`src/rtl/genius_pkg.sv`:
```
// genius_pkg: shared definitions for the colour-memory game controller.
//   state_e    - controller state encoding
//   LFSR_TAPS  - feedback mask for the 16-bit Fibonacci LFSR (x^16+x^15+x^13+x^4+1)
//   LFSR_SEEDS - four nonzero seeds, selected by REG_SetupMAPA
//   onehot4()  - 2-bit colour index to one-hot LED/button pattern
package genius_pkg;

  typedef enum logic [2:0] {
    ST_IDLE,
    ST_SETUP,
    ST_SHOW_ON,
    ST_SHOW_OFF,
    ST_WAIT_IN,
    ST_NEXT,
    ST_WIN,
    ST_LOSE
  } state_e;

  localparam int          LFSR_W    = 16;
  // Bits 15,14,12,3 correspond to taps 16,15,13,4.
  localparam logic [15:0] LFSR_TAPS = 16'hD008;
  // Entry [0] is the rightmost element; it doubles as the reset value.
  localparam logic [3:0][LFSR_W-1:0] LFSR_SEEDS = {16'h5A5A, 16'h7F31, 16'h1D2B, 16'hACE1};

  function automatic logic [3:0] onehot4(input logic [1:0] col);
    return 4'b0001 << col;
  endfunction

endpackage

```
`src/rtl/genius_lfsr.sv`:
```
// genius_lfsr: 16-bit maximal-length Fibonacci LFSR.
//   clk, rst : clock, asynchronous active-high reset (state -> seed[0])
//   load     : load 'seed' (has priority over step)
//   step     : advance one position
//   seed     : value loaded on 'load'
//   state    : current LFSR contents
module genius_lfsr
  import genius_pkg::*;
(
  input  logic              clk,
  input  logic              rst,
  input  logic              load,
  input  logic              step,
  input  logic [LFSR_W-1:0] seed,
  output logic [LFSR_W-1:0] state
);

  logic [LFSR_W-1:0] state_q, state_d;

  always_comb begin
    state_d = state_q;
    if (load) begin
      state_d = seed;
    end else if (step) begin
      state_d = {state_q[LFSR_W-2:0], ^(state_q & LFSR_TAPS)};
    end
  end

  always_ff @(posedge clk or posedge rst) begin
    if (rst) state_q <= LFSR_SEEDS[0];
    else     state_q <= state_d;
  end

  assign state = state_q;

endmodule

```
`src/rtl/game_ctrl.sv`:
```
// game_ctrl: colour-sequence memory game controller.
//   CLOCK, RESET   : clock, asynchronous active-high reset
//   START          : one-cycle pulse, starts a game from IDLE/WIN/LOSE
//   REG_SetupLEVEL : difficulty 0..3 (display time = SHOW_TICKS >> level)
//   REG_SetupMAPA  : LFSR seed select
//   BTN            : one-hot press pulse, 0 = no press
//   LEDS           : one-hot colour display (4'b1111 in WIN)
//   ROUND, POINTS  : rounds completed, score = (level+1)*ROUND
//   WIN, LOSE, BUSY: terminal flags and game-active flag
// All outputs are registered. LEDS is decoded from the current state, so it
// follows a state change by one clock; the flags are decoded from the next
// state and change on the same edge as the state.
module game_ctrl
  import genius_pkg::*;
#(
  parameter int SHOW_TICKS    = 16,
  parameter int TIMEOUT_TICKS = 64,
  parameter int SEQ_MAX       = 15
) (
  input  logic       CLOCK,
  input  logic       RESET,
  input  logic       START,
  input  logic [1:0] REG_SetupLEVEL,
  input  logic [1:0] REG_SetupMAPA,
  input  logic [3:0] BTN,
  output logic [3:0] LEDS,
  output logic [3:0] ROUND,
  output logic [7:0] POINTS,
  output logic       WIN,
  output logic       LOSE,
  output logic       BUSY
);

  localparam logic [15:0] TIMEOUT_LAST = 16'(TIMEOUT_TICKS - 1);
  localparam logic [3:0]  LAST_ROUND   = 4'(SEQ_MAX - 1);

  state_e            state_q, state_d;
  logic [1:0]        level_q, level_d;
  logic [1:0]        mapa_q, mapa_d;
  logic [3:0]        round_q, round_d;
  logic [3:0]        idx_q, idx_d;
  logic [7:0]        points_q, points_d;
  logic [15:0]       cnt_q, cnt_d;
  logic [3:0]        leds_q, leds_d;
  logic              win_q, win_d, lose_q, lose_d, busy_q, busy_d;
  logic [15:0][1:0]  seq_q, seq_d;

  logic              start_ok;
  logic              lfsr_load, lfsr_step, lfsr_zero;
  logic [LFSR_W-1:0] lfsr_state, lfsr_seed;
  logic [15:0]       show_raw, show_last;
  logic [3:0]        exp_btn;

  // A zero-length phase (SHOW_TICKS smaller than 2**level) still lasts one clock.
  assign show_raw  = 16'(SHOW_TICKS >> level_q);
  assign show_last = (show_raw == 16'd0) ? 16'd0 : show_raw - 16'd1;
  assign exp_btn   = onehot4(seq_q[idx_q]);

  // Seeds are nonzero and the polynomial is maximal, so zero is unreachable in
  // normal operation; if an upset ever gets it there, reload instead of locking up.
  assign lfsr_zero = (lfsr_state == '0);
  assign lfsr_load = start_ok | lfsr_zero;
  assign lfsr_seed = LFSR_SEEDS[mapa_d];

  genius_lfsr u_lfsr (
    .clk   (CLOCK),
    .rst   (RESET),
    .load  (lfsr_load),
    .step  (lfsr_step),
    .seed  (lfsr_seed),
    .state (lfsr_state)
  );

  always_comb begin
    state_d   = state_q;
    level_d   = level_q;
    mapa_d    = mapa_q;
    round_d   = round_q;
    points_d  = points_q;
    idx_d     = idx_q;
    cnt_d     = cnt_q;
    seq_d     = seq_q;
    leds_d    = 4'd0;
    start_ok  = 1'b0;
    lfsr_step = 1'b0;

    case (state_q)
      ST_IDLE, ST_WIN, ST_LOSE: begin
        if (state_q == ST_WIN) leds_d = 4'hF;
        if (START) begin
          start_ok = 1'b1;
          level_d  = REG_SetupLEVEL;
          mapa_d   = REG_SetupMAPA;
          round_d  = 4'd0;
          points_d = 8'd0;
          idx_d    = 4'd0;
          cnt_d    = 16'd0;
          state_d  = ST_SETUP;
        end
      end

      ST_SETUP: begin
        seq_d[0]  = lfsr_state[1:0];
        lfsr_step = 1'b1;
        idx_d     = 4'd0;
        cnt_d     = 16'd0;
        state_d   = ST_SHOW_ON;
      end

      ST_SHOW_ON: begin
        leds_d = exp_btn;
        if (cnt_q == show_last) begin
          cnt_d   = 16'd0;
          state_d = ST_SHOW_OFF;
        end else begin
          cnt_d = cnt_q + 16'd1;
        end
      end

      ST_SHOW_OFF: begin
        if (cnt_q == show_last) begin
          cnt_d = 16'd0;
          if (idx_q < round_q) begin
            idx_d   = idx_q + 4'd1;
            state_d = ST_SHOW_ON;
          end else begin
            idx_d   = 4'd0;
            state_d = ST_WAIT_IN;
          end
        end else begin
          cnt_d = cnt_q + 16'd1;
        end
      end

      ST_WAIT_IN: begin
        leds_d = BTN;
        if (BTN != 4'd0) begin
          // Exact match required: a multi-bit press never equals a one-hot colour.
          if (BTN == exp_btn) begin
            cnt_d = 16'd0;
            if (idx_q < round_q) idx_d = idx_q + 4'd1;
            else                 state_d = ST_NEXT;
          end else begin
            state_d = ST_LOSE;
          end
        end else if (cnt_q == TIMEOUT_LAST) begin
          state_d = ST_LOSE;
        end else begin
          cnt_d = cnt_q + 16'd1;
        end
      end

      ST_NEXT: begin
        round_d  = round_q + 4'd1;
        points_d = ({6'd0, level_q} + 8'd1) * ({4'd0, round_q} + 8'd1);
        idx_d    = 4'd0;
        cnt_d    = 16'd0;
        if (round_q == LAST_ROUND) begin
          state_d = ST_WIN;
        end else begin
          seq_d[round_q + 4'd1] = lfsr_state[1:0];
          lfsr_step             = 1'b1;
          state_d               = ST_SHOW_ON;
        end
      end

      default: state_d = ST_IDLE;
    endcase
  end

  assign win_d  = (state_d == ST_WIN);
  assign lose_d = (state_d == ST_LOSE);
  assign busy_d = !(state_d inside {ST_IDLE, ST_WIN, ST_LOSE});

  always_ff @(posedge CLOCK or posedge RESET) begin
    if (RESET) begin
      state_q  <= ST_IDLE;
      level_q  <= 2'd0;
      mapa_q   <= 2'd0;
      round_q  <= 4'd0;
      points_q <= 8'd0;
      idx_q    <= 4'd0;
      cnt_q    <= 16'd0;
      seq_q    <= '0;
      leds_q   <= 4'd0;
      win_q    <= 1'b0;
      lose_q   <= 1'b0;
      busy_q   <= 1'b0;
    end else begin
      state_q  <= state_d;
      level_q  <= level_d;
      mapa_q   <= mapa_d;
      round_q  <= round_d;
      points_q <= points_d;
      idx_q    <= idx_d;
      cnt_q    <= cnt_d;
      seq_q    <= seq_d;
      leds_q   <= leds_d;
      win_q    <= win_d;
      lose_q   <= lose_d;
      busy_q   <= busy_d;
    end
  end

  assign LEDS   = leds_q;
  assign ROUND  = round_q;
  assign POINTS = points_q;
  assign WIN    = win_q;
  assign LOSE   = lose_q;
  assign BUSY   = busy_q;

endmodule
```
`config.mk`:
```
export PLATFORM = sky130hd
export DESIGN_NAME = game_ctrl
export DESIGN_NICKNAME = d
export VERILOG_FILES = /design/src/rtl/genius_pkg.sv /design/src/rtl/genius_lfsr.sv /design/src/rtl/game_ctrl.sv
export SDC_FILE = /design/constraint.sdc
export NUM_CORES = 1
export LEC_CHECK = 0
export ABC_AREA = 1
export CAP_MARGIN = 30
export CORE_MARGIN = 2
export CORE_UTILIZATION = 54
export DETAILED_ROUTE_END_ITERATION = 12
export PLACE_DENSITY_LB_ADDON = 0.1
export SYNTH_ARGS = -nofsm -noshare
export SYNTH_HDL_FRONTEND = slang
export SYNTH_SLANG_ARGS = --single-unit
```
`constraint.sdc`:
```
create_clock -name CLOCK -period 2.8 [get_ports CLOCK]
set_clock_uncertainty 0.2 [all_clocks]
set_input_delay 0.28 -clock CLOCK [delete_from_list [all_inputs] [get_ports CLOCK]]
set_output_delay 0.28 -clock CLOCK [all_outputs]
set_load 0.005 [all_outputs]
```
==> metrics.md <==
| Metric | Value |
|---|---|
| Crit Path Max Fanout | 3 |
| CTS tree | done |
| Worst-Skew Late Latency | 0.40 ns |
| CP max stage delay | 0.50 ns |
| Antenna cell count | 0 |
| Clock power share | 18.1% |
| Share of the synthesized area in the top cell type | 38.0% |
| DR vias | 5,076 |
| Clk pin slew, worst setup/hold paths | 0.10 ns |
| Internal | 3.19 mW |
| DRT iter0 DRCs | 293 |
| Die Height | 106 um |
| Routability cong. | 0.889 |
| Switching part of the total | 41.2% |
| Vias in the first global route | 4,892 |
| Core ar. | 10,300 um2 |
| Crit path DAT | 2.89 ns |
| # H-tree levels | 3 |
| Setup CP Type | reg -> reg |
| First drt pass iteration count | 5 |
| Routed Wire Length | 13,400 um |
| Worst slew pin tran | 0.551 ns |
| DP Area | 6350 um2 |
| Drt drc | 0 |
| RSZ-0062 raised after global routing | yes |
| Root buffer cell | clkbuf_8 |
| HPWL after DPL | 9640 um |
| Vias per cell | 5.36 |
| Routed length per placed instance | 14.2 um |
| Mapped Cells | 738 |
| Req. time, crit path | 2.90 ns |
| First-pass GRT wire length | 23,000 um |
| Initial core utilization | 55.1% |
| Max-slew headroom | 63.0% |
| Combinational share of power | 44.7% |
| Main synth FF type | dfrtp_1 |
| Routed Antenna Nets | 0 |
| IO Pins | 30 |
| Synthesized Nets | 780 |
| Yosys top cell by area | dfrtp_1 |
| Distinct cells, synth | 41 |
| Flop2flop setup slack | 0.004 ns |
| Worst reg2reg path depth | 16 |
| Final hold violations | 0 |
| Final setup violation count | 0 |
| Crit path to | POINTS[7]$_DFFE_PP0P_ |
| Post-synthesis cell area | 5670 um2 |
| Fin nets | 848 |
| CTS Buffer Depth | 2 |
| Avg Cell Area, Syn | 7.68 um2 |
| Synthesized flop and latch total | 94 |
| GR Overflow Total | 0 |
| Post-Layout Cell Count | 947 |
| RR Startpoint | ROUND[2]$_DFFE_PP0P_ |
| Share of cells above drive strength 1 | 15.7% |
| Die Area | 11,300 um2 |
| Area Growth Syn to Fin | 18.4% |
| Multi-input gate area | 2840 um2 |
| Cts hold-fix bufs | 0 |
| Sequential share of the synthesized area | 41.7% |
| Die X | 106 um |
| FF+latch area | 2370 um2 |
| Most frequent cells in the layout | nand2_1 (175), inv_1 (112), dfrtp_1 (82), nand3_1 (62), nor2_1 (52) |
| CP Capture Type | flop |
| Cell area power density | 809 nW/um2 |
| Max-slew violation count | 0 |
| Met2 Usage GRT | 40.6% |
| Peak supply drop | 0.427 mV |
| Cell area after layout | 6710 um2 |
| Synthesis warning total | 0 |
| Busiest layer in global routing | met2 |
| Status | complete, no violations |
| P_leak | 3.24 nW |
| Fillers | 897 |
| CTS sink cnt | 94 |
| GR Util met3 | 4.72% |
| Post-synth EDFFs | 0 |
| Crit path from | ROUND[2]$_DFFE_PP0P_ |
| Num CTS Buffers | 9 |
| Grt met1 use | 35.1% |
| FP Rows | 37 |
| Fmax achieved | 358 MHz |
| Ranking of synthesized cells by area | dfrtp_1 (38%), nand2_1 (12%), inv_1 (8.0%) |
| Initial antenna violation count | 0 |
| Largest net degree at the start of global routing | 95 |
| Reg-to-reg critical path endpoint | POINTS[7]$_DFFE_PP0P_ |
| Critical Path, Cell by Cell | inv_2 -> nor3_4 -> or2_4 -> nand2_4 -> inv_4 -> nand2_2 -> fa_1 -> inv_2 -> ha_4 -> a21oi_2 -> inv_1 -> a31oi_2 -> or2_4 -> a21oi_2 -> o21ai_1 -> nand2_1 |
| Gr usage total | 25.4% |
| Placed cells | 921 |
| # port buffers | 29 |
| Reg power frac | 37.1% |
| Part of the cycle the worst path needs | 99.8% |
| Worst path slowest cell | fa_1 |
| Worst setup SP type | flop |
| Post-synth ARST share | 100% |
| Hold Crit Class | in -> async |
| Finished Core Util | 65.3% |
| Net Switching | 2.24 mW |
| Max-cap violations | 0 |
| Commonest non-fill, non-tap cell in the layout | nand2_1 |
| Minimum clock period | 2.80 ns |
per-layer routing:
metal	wire (um)	share of wire, %	vias up
li1	-	-	2517
met1	6210	46	2423
met2	6300	47	114
met3	630	4.7	22
met4	263	2.0	0
met5	0	0	-
metrics by stage:
step                setup slack [ns]  total power [mW]  setup TNS, ns  hold slack [ns]
floorplan                    -0.0593              3.60        -0.0593            0.213
global placement             -0.0422              4.23        -0.0422            0.266
detailed placement            -0.100              4.30         -0.138            0.273
CTS                          -0.0111              5.36        -0.0111            0.204
global route                  -0.132              5.87         -0.226            0.246
finish                       0.00424              5.43              0            0.176
worst min path at each step:
stage | end | cells after the start
5_1_grt | LEDS[1]$_DFF_PP0_ | 3
6_report | LEDS[1]$_DFF_PP0_ | 3
2_1_floorplan | LEDS[0]$_DFF_PP0_ | 2
4_1_cts | LEDS[1]$_DFF_PP0_ | 3
3_3_place_gp | seq_q[22]$_DFFE_PP0P_ | 2
3_5_place_dp | seq_q[28]$_DFFE_PP0P_ | 2
state kept, by name, summed over array words and instances (netlist names):
name and cells:
LOSE 1, cnt_q 16, idx_q 4, POINTS 8
LEDS 4, level_q 2, seq_q 32, u_lfsr.state 16
BUSY 1, state_q 3, mapa_q 2, ROUND 4
WIN 1
logic make-up after synthesis:
kind of cell,count (synthesis),share of synthesized area (%)
buf+inv,139,10.3
flops,94,41.7
compound gates,113,11.5
simple gates,347,27.0
fa+ha+maj,31,7.38
xor+xnor,14,2.16
synth_stat cells (7+ instances only):
cell      number
a21oi_1       30
dfrtp_1       86
dfstp_2        8
ha_1          27
inv_1        120
nand2_1      180
nand2_2       11
nand3_1       62
nand4_1        8
nor2_1        52
nor3_1        10
o211ai_1       7
o21ai_0       50
o221ai_1       9
or2_2          8
xor2_1        11
worst max-delay path, delay by kind of cell (launching register included):
kind                       cells  cell delay [ns]
and+or+nand+nor                6             0.67
DFF                            1             0.42
adders and majority gates      2             0.71
AOI/OAI and AO/OA              4             0.45
buffers and inverters          4             0.25
timing repair:
| action | CTS | global route |
|---|---|---|
| endpoints found under the setup margin | 2 | 21 |
| buffers inserted | 4 | 6 |
| pin swaps | 3 | 9 |
| gates resized for setup | 8 | 15 |
power by group through the flow:
stage,combinational (mW),sequential (mW),clock (mW)
after CTS,2.36,2.01,1.00
final,2.43,2.01,0.985
after floorplan,1.68,1.93,0
after detailed placement,2.27,2.03,0
after global routing,2.75,2.06,1.05
after global placement,2.21,2.02,0
cell type report:
type / count / area share, %
Timing Repair Buffer: 70 / 9.29
Clock inverter: 5 / 0.914
Clock buffer: 11 / 2.26
Multi-Input combinational cell: 505 / 42.4
Inverter: 126 / 7.35
Tap cell: 136 / 2.54
Sequential cell: 94 / 35.3
No activity file was read; power rests on OpenSTA's default activity.
